<file path="config.mk">
export PLATFORM = sky130hd
export DESIGN_NAME = opx_bundle_mux
export DESIGN_NICKNAME = d
export VERILOG_FILES = /design/src/rtl/opx_bundle_mux_pkg.sv /design/src/rtl/opx_bundle_mux_phase_tracker.sv /design/src/rtl/opx_bundle_mux.sv
export SDC_FILE = /design/constraint.sdc
export NUM_CORES = 1
export LEC_CHECK = 0
export BUFFER_PORTS_ARGS = -buffer_cell sky130_fd_sc_hd__buf_2
export CAP_MARGIN = 30
export CORE_ASPECT_RATIO = 0.7
export CORE_MARGIN = 3
export CORE_UTILIZATION = 45
export DETAILED_ROUTE_END_ITERATION = 8
export PLACE_DENSITY = 0.82
export SLEW_MARGIN = 40
export SYNTH_ARGS = -nofsm -noshare
export SYNTH_HDL_FRONTEND = slang
export SYNTH_HIERARCHICAL = 1
export SYNTH_SLANG_ARGS = --single-unit
</file>
<file path="constraint.sdc">
create_clock -name CLK -period 1.78 [get_ports CLK]
set_input_delay 0.178 -clock CLK [delete_from_list [all_inputs] [get_ports CLK]]
set_output_delay 0.178 -clock CLK [all_outputs]
set_load 0.01 [all_outputs]
</file>
<file path="src/rtl/opx_bundle_mux_pkg.sv">
// opx_bundle_mux_pkg
//   Constants and helpers shared by the decode-path control-bundle mux and
//   the group units that produce the bundles.
//   - phase_e       : phase tracker state codes (PH_IDLE..PH_C, 3 bits)
//   - ADDR_BUSX_*   : address-bus select codes
//   - GROUP_*       : instruction group codes (INSTRUCTION[15:14] by default)
//   - BF_*          : bundle field offsets/widths, so producers and decode
//                     agree on how ALU_OPX..WRX are packed
//   - strobe_pri()  : phase strobe priority FETCH > DECODE > EXECUTE > COMMIT
package opx_bundle_mux_pkg;

  typedef enum logic [2:0] {
    PH_IDLE = 3'd0,
    PH_F    = 3'd1,
    PH_D    = 3'd2,
    PH_E    = 3'd3,
    PH_C    = 3'd4
  } phase_e;

  localparam int unsigned ADDR_BUSX_PC_A = 0;

  localparam int unsigned GROUP_0 = 0;
  localparam int unsigned GROUP_1 = 1;
  localparam int unsigned GROUP_2 = 2;
  localparam int unsigned GROUP_3 = 3;

  // Bundle packing, LSB first.
  localparam int unsigned BF_ALU_OPX_LSB  = 0;
  localparam int unsigned BF_ALU_OPX_W    = 8;
  localparam int unsigned BF_ADDR_OPX_LSB = 8;
  localparam int unsigned BF_ADDR_OPX_W   = 8;
  localparam int unsigned BF_CC_OPX_LSB   = 16;
  localparam int unsigned BF_CC_OPX_W     = 8;
  localparam int unsigned BF_WRX_LSB      = 24;
  localparam int unsigned BF_WRX_W        = 8;

  // Highest-priority strobe this cycle, expressed as the phase it leads to.
  // PH_IDLE means no strobe.
  function automatic phase_e strobe_pri(input logic f, input logic d,
                                        input logic e, input logic c);
    phase_e r;
    r = PH_IDLE;
    if (c) r = PH_C;
    if (e) r = PH_E;
    if (d) r = PH_D;
    if (f) r = PH_F;
    return r;
  endfunction

endpackage

</file>
<file path="src/rtl/opx_bundle_mux_phase_tracker.sv">
// opx_phase_tracker
//   FETCH->DECODE->EXECUTE->COMMIT phase tracker. The tracker always follows
//   the highest-priority strobe; with OPX_PHASE_CHECK_EN defined it also
//   raises a sticky PHASE_ERR on any strobe that breaks the expected order.
// Ports
//   CLK, RESET      clock, synchronous active-high reset
//   STALL           freeze: strobes this cycle are dropped
//   FETCH..COMMIT   phase strobes
//   STATE           current tracker state
//   PHASE_ERR       sticky order error (tied 0 without OPX_PHASE_CHECK_EN)
// Build option: `OPX_PHASE_CHECK_EN
module opx_phase_tracker
  import opx_bundle_mux_pkg::*;
(
  input  logic   CLK,
  input  logic   RESET,
  input  logic   STALL,
  input  logic   FETCH,
  input  logic   DECODE,
  input  logic   EXECUTE,
  input  logic   COMMIT,
  output phase_e STATE,
  output logic   PHASE_ERR
);

  phase_e r_state;
  phase_e w_next;
  phase_e w_strobe;

  always_ff @(posedge CLK) begin
    if (RESET)       r_state <= PH_IDLE;
    else if (!STALL) r_state <= w_next;
  end

  always_comb begin
    w_strobe = strobe_pri(FETCH, DECODE, EXECUTE, COMMIT);
    w_next   = r_state;
    if (w_strobe != PH_IDLE) w_next = w_strobe;
  end

  assign STATE = r_state;

`ifdef OPX_PHASE_CHECK_EN
  logic w_order_ok;
  logic r_err;

  always_comb begin
    w_order_ok = 1'b1;
    case (w_strobe)
      PH_F:    w_order_ok = (r_state == PH_IDLE) || (r_state == PH_C);
      PH_D:    w_order_ok = (r_state == PH_F);
      PH_E:    w_order_ok = (r_state == PH_D);
      PH_C:    w_order_ok = (r_state == PH_E);
      default: w_order_ok = 1'b1;
    endcase
  end

  always_ff @(posedge CLK) begin
    if (RESET)                    r_err <= 1'b0;
    else if (!STALL && !w_order_ok) r_err <= 1'b1;
  end

  assign PHASE_ERR = r_err;
`else
  assign PHASE_ERR = 1'b0;
`endif

endmodule

</file>
<file path="src/rtl/opx_bundle_mux.sv">
// opx_bundle_mux
//   Selects one of NUM_GROUPS packed control bundles by the instruction group
//   field, latches the choice at DECODE and holds the group through
//   EXECUTE/COMMIT. ADDR_BUSX is registered per phase.
// Ports
//   CLK, RESET        clock, synchronous active-high reset (wins over STALL)
//   INSTRUCTION       instruction word; group = INSTRUCTION[15 -: GROUP_W]
//   FETCH..COMMIT     phase strobes (priority F > D > E > C)
//   STALL             freeze all state this cycle, strobes dropped
//   SRC_BUNDLE        group g bundle at [g*BUNDLE_W +: BUNDLE_W]
//   SRC_VALID         group g drives its bundle (else DEFAULT_BUNDLE)
//   SRC_ADDR_BUSX     group g address-bus select, used at EXECUTE
//   BUNDLE            registered selected bundle
//   BUNDLE_VALID      BUNDLE belongs to the instruction in flight
//   GROUP             latched group index
//   ADDR_BUSX         registered address-bus select
//   PHASE_ERR         sticky phase-order error
// Build option: `OPX_PHASE_CHECK_EN enables phase-order checking.
module opx_bundle_mux
  import opx_bundle_mux_pkg::*;
#(
  parameter int                   NUM_GROUPS     = 4,
  parameter int                   GROUP_W        = 2,
  parameter int                   BUNDLE_W       = 32,
  parameter int                   ADDRX_W        = 2,
  parameter logic [BUNDLE_W-1:0]  DEFAULT_BUNDLE = '0
) (
  input  logic                           CLK,
  input  logic                           RESET,
  input  logic [15:0]                    INSTRUCTION,
  input  logic                           FETCH,
  input  logic                           DECODE,
  input  logic                           EXECUTE,
  input  logic                           COMMIT,
  input  logic                           STALL,
  input  logic [NUM_GROUPS*BUNDLE_W-1:0] SRC_BUNDLE,
  input  logic [NUM_GROUPS-1:0]          SRC_VALID,
  input  logic [NUM_GROUPS*ADDRX_W-1:0]  SRC_ADDR_BUSX,
  output logic [BUNDLE_W-1:0]            BUNDLE,
  output logic                           BUNDLE_VALID,
  output logic [GROUP_W-1:0]             GROUP,
  output logic [ADDRX_W-1:0]             ADDR_BUSX,
  output logic                           PHASE_ERR
);

  // Every encodable group gets a slot; unpopulated slots read as default so
  // the mux can be indexed directly by the group field.
  localparam int NSLOT = 2 ** GROUP_W;
  localparam logic [ADDRX_W-1:0] PC_A = ADDRX_W'(ADDR_BUSX_PC_A);

  logic [NSLOT-1:0][BUNDLE_W-1:0] w_slot_bundle;
  logic [NSLOT-1:0][ADDRX_W-1:0]  w_slot_addr;
  logic [GROUP_W-1:0]             w_dec_group;
  logic                           w_unused_instr;
  phase_e                         w_strobe;
  phase_e                         w_state;

  logic [BUNDLE_W-1:0] r_bundle;
  logic                r_valid;
  logic [GROUP_W-1:0]  r_group;
  logic [ADDRX_W-1:0]  r_addrx;

  for (genvar g = 0; g < NSLOT; g++) begin : g_slot
    if (g < NUM_GROUPS) begin : g_pop
      assign w_slot_bundle[g] = SRC_VALID[g] ? SRC_BUNDLE[g*BUNDLE_W +: BUNDLE_W]
                                             : DEFAULT_BUNDLE;
      assign w_slot_addr[g]   = SRC_VALID[g] ? SRC_ADDR_BUSX[g*ADDRX_W +: ADDRX_W]
                                             : PC_A;
    end else begin : g_unpop
      assign w_slot_bundle[g] = DEFAULT_BUNDLE;
      assign w_slot_addr[g]   = PC_A;
    end
  end

  assign w_dec_group    = INSTRUCTION[15 -: GROUP_W];
  assign w_unused_instr = ^INSTRUCTION[15-GROUP_W:0];
  assign w_strobe       = strobe_pri(FETCH, DECODE, EXECUTE, COMMIT);

  opx_phase_tracker u_trk (
    .CLK       (CLK),
    .RESET     (RESET),
    .STALL     (STALL),
    .FETCH     (FETCH),
    .DECODE    (DECODE),
    .EXECUTE   (EXECUTE),
    .COMMIT    (COMMIT),
    .STATE     (w_state),
    .PHASE_ERR (PHASE_ERR)
  );

  // Actions follow the winning strobe, not the tracker state, so an
  // out-of-order strobe still does its work.
  always_ff @(posedge CLK) begin
    if (RESET) begin
      r_bundle <= DEFAULT_BUNDLE;
      r_valid  <= 1'b0;
      r_group  <= '0;
      r_addrx  <= PC_A;
    end else if (!STALL) begin
      case (w_strobe)
        PH_F: begin
          r_bundle <= DEFAULT_BUNDLE;
          r_valid  <= 1'b0;
          r_addrx  <= PC_A;
        end
        PH_D: begin
          r_group  <= w_dec_group;
          r_bundle <= w_slot_bundle[w_dec_group];
          r_valid  <= 1'b1;
        end
        PH_E: begin
          r_bundle <= w_slot_bundle[r_group];
          r_addrx  <= w_slot_addr[r_group];
        end
        PH_C: begin
          r_valid  <= 1'b0;
        end
        default: begin
          // Holding in E/C: follow the latched group's unit, which may be
          // sequencing a multi-cycle op.
          if (w_state == PH_E || w_state == PH_C)
            r_bundle <= w_slot_bundle[r_group];
        end
      endcase
    end
  end

  assign BUNDLE       = r_bundle;
  assign BUNDLE_VALID = r_valid;
  assign GROUP        = r_group;
  assign ADDR_BUSX    = r_addrx;

endmodule

</file>
==> metrics.cfg <==
[timing]
min_period_over_period_pct=98.46
fmax_mhz=570.6
fin_crit_ns=1.753
final_hold_viol_count=0
rsz0062_at_grt=yes
slew_viol_final=0
setup_ws_ns=0.02742
setup_viol=0
fin_skew_ns=0.002154
whs_ns=0.1940

[worst_setup_path]
critPathTopFamily=simple AND/OR/NAND/NOR gates
crit_path_start=u_trk/STATE[0]
required_ns=1.97
cp.depth=6
max_stage_delay_ns=0.55
regToRegSetupSlack_ns=0.03
path_buf_inv=2
path_cells=or4bb_4 -> a31oi_4 -> buf_12 -> clkbuf_16 -> nor2_1 -> a311oi_2
crit_fanout=8
worst_setup_path_start_kind=flip-flop
endpoint=BUNDLE[18]
reg2reg_depth=6
timing.rr.start=u_trk/STATE[0]
cp_slowest_cell=or4bb_4
crit_type=reg2reg
r2r_end=BUNDLE[18]
end_kind=flip-flop
critPathArrivalTime_ns=1.94

[clock_network]
numCtsBuffers=5
cts_max_level=2
cts_hold_buf=0
clockRootBuffer=clkbuf_16
cts_num_sinks=40
cts_buffer_depth=2
cts_tree=built
clkTransAtPathRegs_ns=0.06
worstSkewPairLatency_ns=0.28

[global_route]
grt_pass1_vias=5046
met3_usage_pct=5.996
busiest_layer=met2
met1_usage_pct=37.67
antenna_found_initial=0
grt_pass1_wl_um=23910
grt_max_degree=103
track_usage_pct=27.86
use_met2_pct=45.11
grt_overflow=0

[placed_design]
pre_cts_slack_ns=-0.04693
place_congestion=0.8656
io_buffers=185
hpwl_um=10280

[finish]
fill_cells=797
drive_above_1_share_pct=33.59
fin_nets=933
area_growth_pct=34.00
antenna_cells=0
post-route-util_pct=62.92

[worst_hold_path]
hold_class=in2reg
hold-path-cell-count=3

[pwr]
internal_power_mw=1.934
total_power_mw=2.901
p_seq_share_pct=34.2
irDropWorstVdd_mv=0.4242
p_leak_nw=2.105
p_switching_uw=967.0
power_density_nw_per_um2=537.2
clockPowerShare_pct=31.4
p_sw_share_pct=33.33
comb_power_share_pct=34.4

[synthesis]
syn_area_um2=4030
synth-seq-cells=40
synth_top_area_cell=dfxtp_1
synth_nets=785
ys_warn_count=6
synthTopCellsByArea=dfxtp_1 20%, o21ai_0 17%, nand3_1 16%, a22oi_1 12%, a311oi_2 10%
synth.distinct_cells=27
synth_area_per_cell_um2=6.479
synthCells=622
synth_top_area_share_pct=19.87
seq_area_frac_synth_pct=19.87

[die]
rows=28
dieArea_um2=10150
initial_core_util_pct=46.95
core_area_um2=8583
die_w_um=119.1
dieHeight_um=85.18
ios=201

[status]
outcome=complete, no violations

[routing]
vias_per_cell=6.250
dr.pass1.iters=6
postRouteWirelength_um=15600
drt.antenna.violating_nets=0
num_vias=5569
drt_first_iter_violations=693
drc_errors=0
avgRoutedWirePerCell_um=17.51

[job]
cap_violations=0

-- through the flow --
step	TNS, ns	instance area [um2]	cells
CTS	-0.02694	5224	882
global route	-0.03953	5400	891
global placement	0	5077	874
floorplan	0	4030	622
finish	0	5400	891
detailed placement	-0.04693	5077	874
-- power groups by stage --
stage | logic, mW | clock network (mW) | registers, mW
floorplan | 0.497 | 0 | 1.03
global placement | 0.882 | 0 | 1.01
detailed placement | 0.917 | 0 | 1.01
CTS | 0.920 | 0.920 | 0.991
global route | 1.09 | 0.960 | 0.997
finish | 0.999 | 0.910 | 0.991
-- worst register-to-register path: stages (launching register included) --
cell and delay (ns):
dfxtp_2 0.34, or4bb_4 0.55, a31oi_4 0.20, buf_12 0.16
clkbuf_16 0.16, nor2_1 0.05, a311oi_2 0.22
-- cell families (layout without fill, tap and decap cells) --
group | count (synthesis) | after routing | synth area share [%]
buffers and inverters | 77 | 226 | 8.227
DFF | 40 | 40 | 19.87
other | 1 | 1 | 0.09305
and+or+nand+nor | 258 | 258 | 29.25
AOI/OAI and AO/OA | 246 | 246 | 42.56
-- synth_stat cells --
cell type,instances
o21ai_0,135
nand3_1,132
nand2_1,72
a22oi_1,64
clkbuf_1,53
dfxtp_1,40
nor2_1,40
a311oi_2,28
buf_1,10
a21oi_1,9
nor3_1,6
a311oi_1,4
buf_2,4
buf_4,4
o211ai_1,4
buf_6,3
inv_1,3
nor2b_1,2
a31oi_4,1
conb_1,1
nand2b_1,1
nor3b_1,1
nor4b_1,1
o21a_1,1
or4_1,1
or4b_4,1
or4bb_1,1
-- worst min path at each step --
stage                          from  slack [ns]             end
finish              INSTRUCTION[15]        0.19        GROUP[1]
global route        INSTRUCTION[15]        0.19        GROUP[1]
CTS                 INSTRUCTION[15]        0.18        GROUP[1]
detailed placement     ADDR_BUSX[0]        0.45    ADDR_BUSX[0]
global placement       ADDR_BUSX[0]        0.44    ADDR_BUSX[0]
floorplan                     RESET        0.25  u_trk/STATE[1]
-- cell usage in the layout, fill, tap and decap left out, types with 3 or more instances in the layout --
cell,count
a311oi_1,3
clkbuf_16,9
o21ai_0,135
a22oi_1,64
buf_4,13
buf_2,184
a311oi_2,29
buf_6,4
nand2_1,72
buf_12,10
nor2_1,38
o211ai_1,4
inv_1,3
nor3_1,5
nand3_1,132
dfxtp_1,38
a21oi_1,9
-- area by class of cell --
type,instances,area [um2],area share (%)
multi-input combinational,505,2923,54.12
timing repair buffer,215,1364,25.25
sequential,40,805.8,14.92
tap,120,150.1,2.780
clock buffer,8,146.4,2.711
inverter,3,11.26,0.2085
-- registers in the layout, indices dropped and copies added, names as in the netlist --
signal,flops
BUNDLE,32
u_trk/STATE,3
ADDR_BUSX,2
GROUP,2
BUNDLE_VALID,1
-- what timing repair did --
action	CTS	global route
setup buffers	0	3
endpoints found under the setup margin	1	32
gates cloned	0	6
gates resized for setup	0	5
pin swaps	0	8
-- per-layer routing --
layer  part of all wire [%]  vias to the layer above  wire length [um]
met3                     12                       30              1800
met1                     41                     2549              6442
met5                      0                        -                 0
met2                     46                      367              7169
li1                       -                     2623                 -
met4                    1.2                        0               185
No activity file was read; power rests on OpenSTA's default activity.
